<file path="src/rtl/aes_decrypt_ctrl.sv">
// aes_decrypt_ctrl: iterative AES inverse-cipher sequencer; optional abort input enabled by AES_DEC_ABORT_EN
module aes_decrypt_ctrl (
  input  logic         clk,
  input  logic         rst,
`ifdef AES_DEC_ABORT_EN
  input  logic         abort,
`endif
  input  logic         in_valid,
  output logic         in_ready,
  input  logic [127:0] in_data,
  input  logic [1:0]   switch,
  output logic         out_valid,
  input  logic         out_ready,
  output logic [127:0] out_data,
  output logic [3:0]   key_idx,
  input  logic [127:0] key_in,
  output logic [127:0] rnd_state,
  output logic         rnd_last,
  input  logic [127:0] rnd_result,
  output logic         busy
);
  typedef enum logic [1:0] {S_IDLE, S_ROUND, S_DONE} state_t;
  state_t       r_state, w_next;
  logic [127:0] r_data;
  logic [3:0]   r_rcnt;
  logic [3:0]   w_nr;
  logic         w_kill;
  assign w_nr      = (switch == 2'b00) ? 4'd10 : (switch == 2'b01) ? 4'd12 : 4'd14;
  assign out_data  = r_data;
  assign rnd_state = r_data;
`ifdef AES_DEC_ABORT_EN
  assign w_kill = abort && (r_state != S_IDLE);
`else
  assign w_kill = 1'b0;
`endif
  // state register
  always_ff @(posedge clk or posedge rst)
    if (rst) r_state <= S_IDLE;
    else     r_state <= w_next;
  // next state and handshake / round-datapath controls
  always_comb begin
    in_ready  = r_state == S_IDLE;
    out_valid = r_state == S_DONE;
    busy      = r_state == S_ROUND;
    rnd_last  = (r_state == S_ROUND) && (r_rcnt == 4'd0);
    key_idx   = (r_state == S_IDLE) ? w_nr : r_rcnt;
    w_next    = w_kill                                      ? S_IDLE  :
                (r_state == S_IDLE  && in_valid)            ? S_ROUND :
                (r_state == S_ROUND && r_rcnt == 4'd0)      ? S_DONE  :
                (r_state == S_DONE  && out_ready)           ? S_IDLE  : r_state;
  end
  // cipher state and round counter; the counter holds at 0 on the final round
  always_ff @(posedge clk or posedge rst)
    if (rst) begin
      r_data <= '0;
      r_rcnt <= '0;
    end else if (w_kill) begin
      r_data <= '0;
      r_rcnt <= '0;
    end else if (r_state == S_IDLE && in_valid) begin
      r_data <= in_data ^ key_in;
      r_rcnt <= w_nr - 4'd1;
    end else if (r_state == S_ROUND) begin
      r_data <= rnd_result;
      if (r_rcnt != 4'd0) r_rcnt <= r_rcnt - 4'd1;
    end
endmodule
</file>
<file path="config.mk">
export PLATFORM = sky130hd
export DESIGN_NAME = aes_decrypt_ctrl
export DESIGN_NICKNAME = d
export VERILOG_FILES = /design/src/rtl/aes_decrypt_ctrl.sv
export SDC_FILE = /design/constraint.sdc
export NUM_CORES = 1
export LEC_CHECK = 0
export ABC_AREA = 1
export CORE_AREA = 5 5 251 253
export CTS_BUF_LIST = sky130_fd_sc_hd__clkbuf_8
export DETAILED_ROUTE_END_ITERATION = 12
export DIE_AREA = 0 0 256 258
export GPL_TIMING_DRIVEN = 0
export PLACE_DENSITY_LB_ADDON = 0.25
export SLEW_MARGIN = 20
export SYNTH_ARGS = -nofsm -noshare
export SYNTH_HDL_FRONTEND = slang
export SYNTH_SLANG_ARGS = --single-unit
</file>
<file path="constraint.sdc">
create_clock -name clk -period 4.4 [get_ports clk]
set_input_delay 0.66 -clock clk [delete_from_list [all_inputs] [get_ports clk]]
set_output_delay 0.66 -clock clk [all_outputs]
set_load 0.05 [all_outputs]
</file>
==> out/metrics.yaml <==
finalCritPeriodShare_pct: 75.2
synth_warnings: 0
maxCapViolations: 0
fmax_ghz: 0.302
pre_cts_slack_ps: 1400
initial_core_util_pct: 14.5
portBuffers: 653
synth_top_area_share_pct: 38.1
path_clk_slew_ps: 80
antenna_left: 0
path_max_fanout: 10
synth_cell_types: 18
via_per_inst: 3.78
die_area_mm2: 0.0660
synth_cells: 1157
routedWlPerCell_um: 17.6
syn_avg_cell_area_um2: 7.61
grt_first_pass_wirelength_um: 68800
fin_nets: 2221
n_antenna_cell: 0
num_rows: 91
place.detailed.hpwl_um: 38600
rsz0062_at_grt: "no"
root_buffer: "clkbuf_8"
cts.sinks: 134
io_pins: 654
final-setup-viol-count: 0
post_cts.repair.setup_buffers: 0
synth.area.top_cells: "dfrtp_1, nand2_1, xor2_1"
layout_min_cycle_time_ps: 3310
ir_drop_mv: 0.199
critPathLaunchType: "flip-flop"
gr-total-overflow: 0
yosys.area.top_type: "dfrtp_1"
grt_max_degree: 74
antenna_found_initial: 0
totalWireLength_um: 46300
grt_pass1_vias: 10800
worstHoldPathType: "input port to asynchronous set/reset pin"
core_region_area_mm2: 0.0608
fin_hold_ws_ps: 546
vias: 9958
grt_util_all_layers_pct: 13.7
ys_seq_area_share_pct: 38.1
die_x_um: 256
first_iter_violations: 405
clk_latency_ps: 530
p_per_area_mw_per_mm2: 175
ys_seq_elements: 134
critical-path-slowest-cell: "clkdlybuf4s50_1"
path_cells: "nor2_2 -> buf_1 -> nor2_1 -> a21oi_1 -> clkdlybuf4s50_1"
cts_buffer_depth: 2
cts_tree: "built"
area_growth_pct: 90.9
path_class: "flip-flop to output port"
leakagePower_nw: 8.25
drc: 0
cp.arrival_ps: 2650
critPathCaptureType: "output port"
status: "finished, final reports clean"
gp_congestion: 0.825
cts_made_buffers: 17
critical_path.max_stage_delay_ps: 920
cts_resized: 0
drv_slew: 0
die_h_um: 258
fin_ws_ps: 1090
fin_setup_tns_ps: 0
finClkSkew_ps: 11.3
maxSlewHeadroom_pct: 54.4
htree_levels: 4
worstPathRequired_ps: 3740
hold_viol_final: 0
synth_nets: 1548
synth_area_mm2: 0.00880
layout-drive-gt1-share_pct: 11.6
dr.pass1.iters: 4
cts_hold_buf: 0
worstMarginPinSlew_ps: 682
## power by group
part	internal [mW]	leakage (nW)	total [mW]	switching, mW
sequential	1.23	1.86	1.23	0
clock	0.643	0.219	1.20	0.554
combinational	0.350	6.17	0.511	0.161
total	2.22	8.25	2.94	0.715
## cells in the final DEF, fill, tap and decap left out, drive strengths merged
| cell | Yosys | layout |
|---|---|---|
| clkdlybuf4s50 | 0 | 653 |
| nand2 | 399 | 399 |
| buf | 188 | 189 |
| nand3 | 135 | 135 |
| dfrtp | 134 | 134 |
| o21ai | 131 | 131 |
| xor2 | 128 | 128 |
| clkbuf | 12 | 31 |
| nor2 | 13 | 13 |
| inv | 10 | 11 |
| clkinv | 0 | 5 |
| a21oi | 4 | 4 |
| bufinv | 0 | 4 |
| or2 | 2 | 2 |
| clkinvlp | 0 | 2 |
| ha | 1 | 1 |
## per-layer routing
layer / share of wire (%) / up-vias / wire [um] / global-route usage, %
met5: 0 / - / 0 / 0
met2: 52 / 389 / 24200 / 24.9
met1: 40 / 4617 / 18300 / 15.3
met3: 6.6 / 39 / 3040 / 4.49
met4: 1.7 / 0 / 799 / 3.76
li1: - / 4913 / - / -
## kinds of logic (layout without fill, tap and decap cells)
family / after synthesis / after routing / share of synthesized area [%]
AO/OA/AOI/OAI: 135 / 135 / 7.68
XOR/XNOR: 128 / 128 / 12.7
adder cells (fa/ha/maj): 1 / 1 / 0.142
buffers and inverters: 210 / 895 / 15.8
flip-flops: 134 / 134 / 38.1
AND/OR/NAND/NOR: 549 / 549 / 25.5
## synthesized netlist by cell type
library cell / n
nand2_1: 397
nand3_1: 135
dfrtp_1: 134
buf_4: 129
xor2_1: 128
o21ai_1: 77
o21ai_0: 54
buf_2: 36
buf_1: 13
clkbuf_1: 12
nor2_1: 11
buf_6: 10
inv_1: 10
a21oi_1: 4
nand2_2: 2
nor2_2: 2
or2_2: 2
ha_1: 1
## critical path, delay by kind of cell, from the launching register on
kind	cells	cell delay, ps
flip-flops	1	400
AO/OA/AOI/OAI	1	130
AND/OR/NAND/NOR	2	300
buffers and inverters	2	1290
## state kept, by name, indices dropped and copies added, names as in the netlist
| name | count |
|---|---|
| r_state | 2 |
| r_rcnt | 4 |
| out_data | 128 |
## final timing paths
kind | startpoint | to | slack (ps) | cells after the start
min in group clk | out_data[108] | out_data[108] | 550 | 2
worst min-delay path | rst | out_data[84] | 550 | 2
worst min register to register | out_data[108] | out_data[108] | 550 | 2
worst max register to register | r_state[0] | r_rcnt[2] | 2350 | 12
max in group asynchronous | rst | out_data[27] | 3080 | 3
worst max-delay path | r_state[0] | key_idx[1] | 1090 | 5
## stage by stage
| stage | cell area [um2] | power [mW] | util [%] | instances |
|---|---|---|---|---|
| finish | 16800 | 2.94 | 27.6 | 2632 |
| global placement | 16300 | 1.77 | 26.8 | 2600 |
| CTS | 16800 | 3.01 | 27.6 | 2632 |
| global route | 16800 | 3.09 | 27.6 | 2632 |
| detailed placement | 16400 | 1.77 | 26.9 | 2601 |
| floorplan | 8800 | 1.34 | - | 1157 |
## final cells by class
type	instances	area (um2)
Clock buffer	19	262
Buffer	200	1360
Sequential cell	134	3350
Fill cell	6614	44000
Tap cell	790	988
Clock inverter	12	179
Multi-Input combinational cell	813	4050
Inverter	10	45.0
Timing Repair Buffer	654	6560
(Power assumes the default switching activity.)
